[src/rtl/bp_me_acc_result_sink.sv]
// BedRock mem_fwd/mem_rev endpoint holding accelerator result blocks.
// Define BP_ME_ACC_RESULT_SINK_READBACK_EN to return stored data on uc_rd.
module bp_me_acc_result_sink
  #(parameter int paddr_width_p = 40
  , parameter int bedrock_fill_width_p = 64
  , parameter int payload_width_p = 16
  , parameter int els_p = 16
  , localparam int lg_els_lp = $clog2(els_p)
  , localparam int mem_fwd_header_width_lp = payload_width_p + paddr_width_p + 11
  , localparam int mem_rev_header_width_lp = mem_fwd_header_width_lp
  )
  (input  logic                               clk_i
  , input  logic                               reset_i
  , input  logic [mem_fwd_header_width_lp-1:0] mem_fwd_header_i
  , input  logic [bedrock_fill_width_p-1:0]    mem_fwd_data_i
  , input  logic                               mem_fwd_v_i
  , output logic                               mem_fwd_ready_and_o
  , output logic [mem_rev_header_width_lp-1:0] mem_rev_header_o
  , output logic [bedrock_fill_width_p-1:0]    mem_rev_data_o
  , output logic                               mem_rev_v_o
  , input  logic                               mem_rev_ready_and_i
  , output logic                               done_v_o
  , output logic [lg_els_lp-1:0]               done_idx_o
  , output logic [15:0]                        write_count_o
  , output logic                               error_o
  );

  localparam int fb_lp = bedrock_fill_width_p / 8;
  localparam int lg_fb_lp = $clog2(fb_lp);
  localparam int bpb_lp = 512 / bedrock_fill_width_p;
  localparam int lg_bpb_lp = $clog2(bpb_lp);
  localparam int addr_lsb_lp = 8;
  localparam int size_lsb_lp = 8 + paddr_width_p;
  localparam logic [3:0] uc_rd_lp = 4'd2;
  localparam logic [3:0] uc_wr_lp = 4'd3;
  localparam logic [2:0] size_64_lp = 3'd6;

  typedef enum logic [1:0] {e_ready, e_recv, e_resp} state_e;

  function automatic logic [8:0] msg_beats(input logic [2:0] sz);
    logic [8:0] r;
    if (int'(sz) > lg_fb_lp) r = 9'd1 << (int'(sz) - lg_fb_lp);
    else r = 9'd1;
    return r;
  endfunction

  function automatic logic [fb_lp-1:0] byte_mask
    (input logic [2:0] sz, input logic [lg_fb_lp-1:0] off);
    logic [fb_lp-1:0] m;
    if (int'(sz) >= lg_fb_lp) m = '1;
    else m = ((fb_lp'(1) << (1 << sz)) - fb_lp'(1)) << off;
    return m;
  endfunction

  state_e state_q, state_d;
  logic [mem_fwd_header_width_lp-1:0] hdr_q, hdr_d;
  logic [8:0] cnt_q, cnt_d;
  logic [15:0] wcnt_q, wcnt_d;
  logic err_q, err_d;
  logic [bedrock_fill_width_p-1:0] mem_q [els_p][bpb_lp];

  logic first;
  logic [3:0] cur_type;
  logic [2:0] cur_size;
  logic [lg_els_lp-1:0] cur_entry;
  logic [lg_bpb_lp-1:0] cur_slot0, wr_slot;
  logic [lg_fb_lp-1:0] cur_off;
  logic [8:0] beat_idx, cur_beats, rsp_beats;
  logic [fb_lp-1:0] wr_mask;
  logic is_wr, is_rd, rsp_is_rd;
  logic fwd_xfer, fwd_last, wr_en, rev_xfer, rev_last;

  // Header fields come straight off the bus on the first beat.
  assign first = (state_q == e_ready);
  assign cur_type = first ? mem_fwd_header_i[3:0] : hdr_q[3:0];
  assign cur_size = first ? mem_fwd_header_i[size_lsb_lp +: 3]
                          : hdr_q[size_lsb_lp +: 3];
  assign cur_entry = first ? mem_fwd_header_i[addr_lsb_lp+6 +: lg_els_lp]
                           : hdr_q[addr_lsb_lp+6 +: lg_els_lp];
  assign cur_slot0 = first ? mem_fwd_header_i[addr_lsb_lp+lg_fb_lp +: lg_bpb_lp]
                           : hdr_q[addr_lsb_lp+lg_fb_lp +: lg_bpb_lp];
  assign cur_off = first ? mem_fwd_header_i[addr_lsb_lp +: lg_fb_lp]
                         : hdr_q[addr_lsb_lp +: lg_fb_lp];

  assign beat_idx = first ? 9'd0 : cnt_q;
  assign cur_beats = msg_beats(cur_size);
  assign is_wr = (cur_type == uc_wr_lp);
  assign is_rd = (cur_type == uc_rd_lp);
  assign wr_slot = cur_slot0 + beat_idx[lg_bpb_lp-1:0];
  assign wr_mask = byte_mask(cur_size, cur_off);

  assign mem_fwd_ready_and_o = ~reset_i & (state_q != e_resp);
  assign fwd_xfer = mem_fwd_ready_and_o & mem_fwd_v_i;
  assign fwd_last = (beat_idx == cur_beats - 9'd1);
  assign wr_en = fwd_xfer & is_wr;

  assign rsp_is_rd = (hdr_q[3:0] == uc_rd_lp);
  assign rsp_beats = rsp_is_rd ? msg_beats(hdr_q[size_lsb_lp +: 3]) : 9'd1;
  assign rev_xfer = (state_q == e_resp) & mem_rev_ready_and_i;
  assign rev_last = (cnt_q == rsp_beats - 9'd1);

  always_comb begin
    state_d = state_q;
    hdr_d = hdr_q;
    cnt_d = cnt_q;
    wcnt_d = wcnt_q;
    err_d = err_q;
    unique case (state_q)
      e_ready: if (fwd_xfer) begin
        hdr_d = mem_fwd_header_i;
        cnt_d = fwd_last ? 9'd0 : 9'd1;
        state_d = fwd_last ? e_resp : e_recv;
        err_d = err_q | (~is_wr & ~is_rd);
      end
      e_recv: if (fwd_xfer) begin
        cnt_d = fwd_last ? 9'd0 : cnt_q + 9'd1;
        state_d = fwd_last ? e_resp : e_recv;
      end
      e_resp: if (rev_xfer) begin
        cnt_d = rev_last ? 9'd0 : cnt_q + 9'd1;
        state_d = rev_last ? e_ready : e_resp;
      end
      default: state_d = e_ready;
    endcase
    if (wr_en & fwd_last) wcnt_d = wcnt_q + 16'd1;
  end

  always_ff @(posedge clk_i) begin
    if (reset_i) begin
      state_q <= e_ready;
      hdr_q <= '0;
      cnt_q <= '0;
      wcnt_q <= '0;
      err_q <= 1'b0;
    end else begin
      state_q <= state_d;
      hdr_q <= hdr_d;
      cnt_q <= cnt_d;
      wcnt_q <= wcnt_d;
      err_q <= err_d;
    end
  end

  always_ff @(posedge clk_i) begin
    if (wr_en)
      for (int b = 0; b < fb_lp; b++)
        if (wr_mask[b])
          mem_q[cur_entry][wr_slot][8*b +: 8] <= mem_fwd_data_i[8*b +: 8];
  end

  assign done_v_o = wr_en & fwd_last & (cur_size == size_64_lp);
  assign done_idx_o = cur_entry;
  assign write_count_o = wcnt_q;
  assign error_o = err_q;
  assign mem_rev_v_o = (state_q == e_resp);
  assign mem_rev_header_o = hdr_q;

`ifdef BP_ME_ACC_RESULT_SINK_READBACK_EN
  logic [lg_els_lp-1:0] rd_entry;
  logic [lg_bpb_lp-1:0] rd_slot;
  assign rd_entry = hdr_q[addr_lsb_lp+6 +: lg_els_lp];
  assign rd_slot = hdr_q[addr_lsb_lp+lg_fb_lp +: lg_bpb_lp]
                 + cnt_q[lg_bpb_lp-1:0];
  assign mem_rev_data_o = (mem_rev_v_o & rsp_is_rd)
                        ? mem_q[rd_entry][rd_slot] : '0;
`else
  // Without readback the buffer is only consumed by local logic.
  logic [bedrock_fill_width_p-1:0] unused_storage;
  assign unused_storage = mem_q[0][0];
  assign mem_rev_data_o = '0;
`endif

endmodule

[config.mk]
export PLATFORM = sky130hd
export DESIGN_NAME = bp_me_acc_result_sink
export DESIGN_NICKNAME = d
export VERILOG_FILES = /design/src/rtl/bp_me_acc_result_sink.sv
export SDC_FILE = /design/constraint.sdc
export NUM_CORES = 1
export LEC_CHECK = 0
export CAP_MARGIN = 20
export CELL_PAD_IN_SITES_DETAIL_PLACEMENT = 1
export CELL_PAD_IN_SITES_GLOBAL_PLACEMENT = 2
export CORE_MARGIN = 3
export CORE_UTILIZATION = 18
export CTS_BUF_LIST = sky130_fd_sc_hd__clkbuf_8
export DETAILED_ROUTE_END_ITERATION = 10
export PLACE_DENSITY_LB_ADDON = 0.1
export SYNTH_ARGS = -nofsm -noshare
export SYNTH_HDL_FRONTEND = slang
export SYNTH_SLANG_ARGS = --single-unit
[constraint.sdc]
create_clock -name clk_i -period 3.4 [get_ports clk_i]
set_input_delay 0.68 -clock clk_i [delete_from_list [all_inputs] [get_ports clk_i]]
set_output_delay 0.68 -clock clk_i [all_outputs]
set_load 0.1 [all_outputs]
==> results of run 1 <==
[power groups by stage]
stage | combinational [mW] | clock [mW] | sequential, mW
after CTS | 2.80 | 0.833 | 1.32
after floorplan | 1.33 | 0 | 2.11
after global placement | 2.71 | 0 | 1.35
final | 2.84 | 0.773 | 1.32
after detailed placement | 2.73 | 0 | 1.35
after global routing | 3.02 | 0.873 | 1.34
[state kept, by name, indices dropped and copies added (netlist names)]
signal / flops
cnt_q: 9
error_o: 1
mem_rev_header_o: 67
state_q: 2
write_count_o: 16
[logic make-up (layout without fill, tap and decap cells)]
group	count (synthesis)	in the layout	synth area share
xor gates and xnor gates	23	23	0.04093
AOI/OAI and AO/OA	128	128	0.1547
buffers and inverters	118	241	0.1390
DFF	95	95	0.3725
adders and majority gates	12	12	0.02941
other	1	65	0.0007346
muxes	8	8	0.01765
and+or+nand+nor	267	267	0.2451
[worst max-delay path: stages]
cell and delay [ps]:
clkdlybuf4s50_1 480, nand2_1 60, nand2_2 100, ha_4 220
or3_4 340, a21oi_4 140, o22ai_2 100, a221o_2 400
nor2_4 100, and3_4 190, buf_12 170
[worst paths after layout]
path                                            from                    to  slack (ps)  cells after the start
worst max-delay path            mem_fwd_header_i[49]              done_v_o        -270                     11
worst min-delay path            mem_rev_header_o[19]  mem_rev_header_o[19]         460                      2
worst max register to register  mem_rev_header_o[48]              cnt_q[7]         -40                     17
worst min register to register  mem_rev_header_o[19]  mem_rev_header_o[19]         460                      2
[Yosys cell counts, types with 2 or more instances]
| cell type | n |
|---|---|
| ha_1 | 12 |
| inv_1 | 17 |
| buf_2 | 3 |
| nor2b_1 | 5 |
| or3b_4 | 2 |
| mux2_2 | 4 |
| buf_6 | 3 |
| a211o_1 | 2 |
| dfxtp_1 | 95 |
| a211oi_2 | 2 |
| xnor2_1 | 12 |
| nor3b_1 | 2 |
| and3_1 | 9 |
| mux2i_1 | 3 |
| xor2_1 | 10 |
| buf_4 | 64 |
| o211ai_1 | 3 |
| and2_1 | 2 |
| nor3_1 | 11 |
| nor3b_2 | 2 |
| nand3_1 | 10 |
| buf_1 | 4 |
| clkbuf_1 | 27 |
| o31ai_1 | 2 |
| a21oi_1 | 82 |
| or3_1 | 5 |
| a221o_1 | 5 |
| nor2_4 | 2 |
| a211oi_1 | 5 |
| or2_2 | 2 |
| a31oi_1 | 5 |
| and4_1 | 2 |
| o21ai_0 | 5 |
| nor2_1 | 32 |
| nand2b_1 | 4 |
| nand2_1 | 158 |
| a21o_1 | 2 |
| nand4_1 | 6 |
| nor4_1 | 4 |
[cell type report]
| class | count | share of cell area |
|---|---|---|
| diodes | 1 | 0.0003393 |
| flip-flops and latches | 95 | 0.2599 |
| repair buffers | 208 | 0.2483 |
| multi-input cells | 502 | 0.3936 |
| clock buffers | 9 | 0.01679 |
| inverters | 17 | 0.008651 |
| well taps | 378 | 0.06412 |
| clock inverters | 7 | 0.008312 |
[what timing repair did]
| item | in CTS | in global routing |
|---|---|---|
| setup buffers | 9 | 5 |
| pin swaps | 19 | 14 |
| gates cloned | 1 | 0 |
| endpoints found under the setup margin | 10 | 11 |
| resized for setup | 9 | 15 |
[metal layers]
metal | vias up | global-route usage
li1 | 2424 | -
met1 | 2366 | 0.1514
met2 | 143 | 0.1938
met3 | 11 | 0.05941
met4 | 2 | 0.02782
met5 | - | 0
==> results.json, run 1 <==
{
  "cts.sinks": 95,
  "post-place-ws_ps": -376.2,
  "fill_cells": 3301,
  "async_reset_ff_frac": 0,
  "nets": 980,
  "synth_seq_area_share": 0.3725,
  "synth_edf_count": 0,
  "hold_viol_final": 0,
  "layoutNonFillerInstCount": 1217,
  "tightest_slew_ps": 1067,
  "numCtsBuffers": 9,
  "die_width_um": 174.4,
  "row_count": 61,
  "finalPower_mw": 4.934,
  "die_area_um2": 30420,
  "clkTransAtPathRegs_ps": 100,
  "syn_area_um2": 5105,
  "grt-ovfl-total": 0,
  "fp.coreArea_um2": 27860,
  "synthTopCellsByArea": "dfxtp_1, nand2_1, buf_4, a21oi_1, ha_1",
  "outcome": "finished with violations",
  "hp-class": "register to register",
  "via_count": 4946,
  "p_leak_nw": 2.973,
  "finish.instance_area_um2": 7376,
  "wl_met1_mm": 8.092,
  "clock_power_share": 0.157,
  "grt_pass1_wl_mm": 29.79,
  "gp_congestion": 0.7654,
  "drt-total-wl_mm": 19.02,
  "yosysUniqueCellTypes": 66,
  "cp_max_fo": 5,
  "synth_top_area_cell": "dfxtp_1",
  "first_pass_iters": 4,
  "fin_ws_ps": -265.8,
  "internal-power_mw": 2.255,
  "top_layer": "met5",
  "cts_buffer_depth": 2,
  "clock_latency_ps": 390,
  "synth_top_cell_area_share": 0.3725,
  "placed_area_um2": 6953,
  "port_buffers": 161,
  "wl_met2_mm": 8.672,
  "grt_max_degree": 91,
  "maxCapViolations": 0,
  "grt_pass1_vias": 5213,
  "period_minus_slack_ps": 3666,
  "synthFlopType": "dfxtp_1",
  "routed_via_density": 4.064,
  "start_kind": "primary input",
  "slew_viol_final": 0,
  "violations": "setup timing",
  "syn_area_per_cell_um2": 7.830,
  "drive_above_1_share": 0.2267,
  "grt_usage": 0.1227,
  "final_common_cell": "nand2_1",
  "wl_met3_mm": 2.035,
  "required_ps": 2720,
  "synth_cells": 652,
  "p_comb_frac": 0.576,
  "wl_per_cell_um": 15.63,
  "synthesis.yosys.warnings": 0,
  "rsz0062_at_grt": "yes",
  "period_share": 1.078,
  "p_seq_frac": 0.267,
  "multi_input_area_um2": 2903,
  "skew_ps": 21.32,
  "boundaryPins": 290,
  "ys_ff_latch": 95,
  "holdWs_ps": 460.1,
  "start_util": 0.1832,
  "drt.antenna.violating_nets": 0,
  "power.density_nw_per_um2": 668.9,
  "first_iter_violations": 133,
  "fmax_mhz": 272.8,
  "fp.dieH_um": 174.4,
  "power_switching_mw": 2.679,
  "hold_buffers": 0,
  "place_inst": 1188,
  "antenna_found_initial": 1,
  "utilization": 0.2648,
  "tritoncts": "done",
  "clockRootBuffer": "clkbuf_8",
  "remaining_drc_errors": 0,
  "mostFrequentLayoutCells": "nand2_1, buf_4, dfxtp_1",
  "finalSetupViolations": 2,
  "peakVddDrop_uv": 314.0,
  "register_area_um2": 1917,
  "relSlewSlack": 0.2887,
  "p_sw_frac": 0.5429,
  "tns_ps": -302.5,
  "dp_hpwl_mm": 13.92,
  "end_kind": "primary output",
  "arrival_ps": 2990,
  "syn_to_final_growth_pct": 44.49,
  "crit_type": "primary input to primary output",
  "htreeDepth": 3
}
Power figures use the tool's default switching activity.
==> run 2: changes to the inputs <==
--- a/config.mk
+++ b/config.mk
@@ -5,10 +5,10 @@
 export SDC_FILE = /design/constraint.sdc
 export NUM_CORES = 1
 export LEC_CHECK = 0
+export ABC_AREA = 1
 export CAP_MARGIN = 20
 export CELL_PAD_IN_SITES_DETAIL_PLACEMENT = 1
 export CELL_PAD_IN_SITES_GLOBAL_PLACEMENT = 2
-export CORE_MARGIN = 3
 export CORE_UTILIZATION = 18
 export CTS_BUF_LIST = sky130_fd_sc_hd__clkbuf_8
 export DETAILED_ROUTE_END_ITERATION = 10
==> results.json, run 2 <==
{
  "end_kind": "primary output",
  "die_width_um": 172.1,
  "diodes": 0,
  "period_minus_slack_ps": 3255,
  "routed_via_density": 3.980,
  "htreeDepth": 3,
  "final_common_cell": "nor2_1",
  "grt_pass1_vias": 5336,
  "top_layer": "met5",
  "fp.coreArea_um2": 28090,
  "max_stage_delay_ps": 360,
  "grt_max_degree": 60,
  "grt-ovfl-total": 0,
  "boundaryPins": 290,
  "crit_buf_inv": 4,
  "post-place-ws_ps": -62.60,
  "hold_viol_final": 0,
  "fmax_mhz": 307.3,
  "finish.instance_area_um2": 7216,
  "cts_buffer_depth": 2,
  "fin_ws_ps": 145.3,
  "clock_latency_ps": 380,
  "start_util": 0.1854,
  "mostFrequentLayoutCells": "nor2_1, nand2_1, clkdlybuf4s50_1",
  "syn_area_per_cell_um2": 6.998,
  "wl_met3_mm": 1.904,
  "maxCapViolations": 0,
  "drt-total-wl_mm": 18.31,
  "numCtsBuffers": 9,
  "placed_area_um2": 6900,
  "gp_congestion": 0.7572,
  "tightest_slew_ps": 1010,
  "fp.dieH_um": 172.1,
  "synth_top_cell_area_share": 0.3653,
  "synth_commonest_cells": "nor2_1, nand2_1, dfxtp_1",
  "first_iter_violations": 168,
  "period_share": 0.9573,
  "synthFlopType": "dfxtp_1",
  "ys_ff_latch": 95,
  "drt.antenna.violating_nets": 0,
  "syn_to_final_growth_pct": 38.60,
  "tritoncts": "done",
  "skew_ps": 14.97,
  "wl_per_cell_um": 14.23,
  "row_count": 61,
  "clkTransAtPathRegs_ps": 100,
  "antenna_found_initial": 1,
  "remaining_drc_errors": 0,
  "async_reset_ff_frac": 0,
  "peakVddDrop_uv": 340.3,
  "fill_cells": 3478,
  "nets": 1050,
  "via_count": 5118,
  "crit_type": "register to primary output",
  "power.density_nw_per_um2": 858.4,
  "required_ps": 2720,
  "outcome": "complete, no violations",
  "synthTopCellsByArea": "dfxtp_1, nor2_1, buf_4, o21ai_0, nand2_1",
  "rsz0062_at_grt": "yes",
  "largest_reg_flops": 67,
  "synthesis.yosys.warnings": 0,
  "start_kind": "register",
  "syn_area_um2": 5206,
  "cpMaxStageDelayCell": "dfxtp_2",
  "die_area_um2": 29610,
  "synth_seq_area_share": 0.3653,
  "clockRootBuffer": "clkbuf_8",
  "port_buffers": 161,
  "cp_top_family": "simple AND/OR/NAND/NOR gates",
  "yosysUniqueCellTypes": 37,
  "crit_chain": "inv_2 -> ha_4 -> nand2_2 -> o21a_1 -> inv_2 -> ha_4 -> nor2_2 -> nand2_1 -> nand2_1 -> xor2_1 -> nor3_2 -> nand3_2 -> inv_4 -> nand2_8 -> nor2_4 -> buf_12",
  "synth.most_common_cell": "nor2_1",
  "p_leak_nw": 2.942,
  "grt_usage": 0.1252,
  "utilization": 0.2569,
  "grt_pass1_wl_mm": 28.57,
  "wl_met1_mm": 7.469,
  "synth_cells": 744,
  "arrival_ps": 2570,
  "cts.sinks": 95,
  "finalSetupViolations": 0,
  "hp-class": "register to register",
  "drive_above_1_share": 0.1498,
  "slew_viol_final": 0,
  "wl_met2_mm": 8.695,
  "first_pass_iters": 4,
  "relSlewSlack": 0.3248,
  "cp_max_fo": 5,
  "dp_hpwl_mm": 13.83,
  "synth_top_area_cell": "dfxtp_1",
  "hold_buffers": 0,
  "synth_edf_count": 0
}
==> run 2: cell count changes in the layout (fill, tap and decap cells not counted), sizes merged, moves of 15 or more <==
cell	delta
a21oi	-42
buf	-45
clkdlybuf4s50	+15
inv	+32
nand2	-46
nand3	+30
nor2	+129
o21ai	+73
==> run 2: path summary, 6_finish.rpt <==
path | from | end | slack [ps] | cells after the start
max | state_q[1] | done_v_o | 150 | 16
min | mem_rev_header_o[15] | mem_rev_header_o[15] | 490 | 2
max reg2reg | mem_rev_header_o[50] | cnt_q[5] | 400 | 19
min reg2reg | mem_rev_header_o[15] | mem_rev_header_o[15] | 490 | 2
==> run 2: kinds of logic after synthesis <==
kind of cell / Yosys count / synth area share
other: 1 / 0.0007203
AO/OA/AOI/OAI: 129 / 0.1363
flip-flops: 95 / 0.3653
XOR/XNOR: 21 / 0.03533
adder cells (fa/ha/maj): 12 / 0.02884
buffers and inverters: 148 / 0.1593
AND/OR/NAND/NOR: 338 / 0.2742
==> run 2: worst reg2reg max path, cell delays in order (launching register included) <==
cell and delay [ps]:
dfxtp_1 450, inv_2 130, ha_1 370, nor2_1 130, nor2_1 50, nand2_1 140
inv_1 80, ha_1 310, xor2_1 140, nand2_1 70, nor2_1 80, nand2_1 60
nor2_1 110, nand2_1 70, nor2_1 110, nand3_1 170, nand2_1 120, nand2_2 140
nand2_1 110, a21oi_1 60
==> run 2: power breakdown <==
group / total [mW] / leakage, nW / switching (mW) / internal [mW]
clock: 0.895 / 0.110 / 0.456 / 0.439
combinational: 3.83 / 2.05 / 2.99 / 0.840
sequential: 1.47 / 0.778 / 0.140 / 1.33
==> run 2: metrics by stage <==
step	TNS [ps]	hold slack, ps	power, mW	instances
final	0	494.0	6.194	1286
after floorplan	-338.9	471.2	4.383	807
after global placement	-39.41	462.0	5.201	1265
after detailed placement	-62.60	475.5	5.245	1265
after CTS	0	496.2	6.242	1284
after global routing	-54.09	518.8	6.560	1286
==> run 2: final cells by class <==
| class | count | area (um^2) | share of cell area |
|---|---|---|---|
| Clock buffer | 10 | 137.6 | 0.01907 |
| Clock inverter | 6 | 91.34 | 0.01266 |
| Inverter | 54 | 205.2 | 0.02844 |
| Multi-Input combinational cell | 564 | 2771 | 0.3841 |
| Sequential cell | 95 | 1904 | 0.2639 |
| Tap cell | 378 | 473.0 | 0.06555 |
| Timing Repair Buffer | 179 | 1633 | 0.2263 |
==> run 2: what timing repair did <==
| item | 4_1_cts | 5_1_grt |
|---|---|---|
| endpoints found under the setup margin | 1 | 1 |
| pin swaps | 5 | 9 |
| resized for setup | 6 | 9 |
| buffers inserted | 3 | 2 |
==> run 2: layer usage <==
layer | track usage | vias up
met5 | 0 | -
met4 | 0.03578 | 2
met3 | 0.06432 | 15
met2 | 0.2055 | 127
met1 | 0.1408 | 2406
li1 | - | 2568
==> run 3: changes to the inputs <==
--- a/config.mk
+++ b/config.mk
@@ -6,11 +6,13 @@
 export NUM_CORES = 1
 export LEC_CHECK = 0
 export ABC_AREA = 1
+export ABC_CLOCK_PERIOD_IN_PS = 3400
 export CAP_MARGIN = 20
 export CELL_PAD_IN_SITES_DETAIL_PLACEMENT = 1
 export CELL_PAD_IN_SITES_GLOBAL_PLACEMENT = 2
 export CORE_UTILIZATION = 18
 export CTS_BUF_LIST = sky130_fd_sc_hd__clkbuf_8
+export CTS_CLUSTER_DIAMETER = 60
 export DETAILED_ROUTE_END_ITERATION = 10
 export PLACE_DENSITY_LB_ADDON = 0.1
 export SYNTH_ARGS = -nofsm -noshare
==> results of run 3 <==
The final DEF is identical to that of run 2; final timing and power are the same.
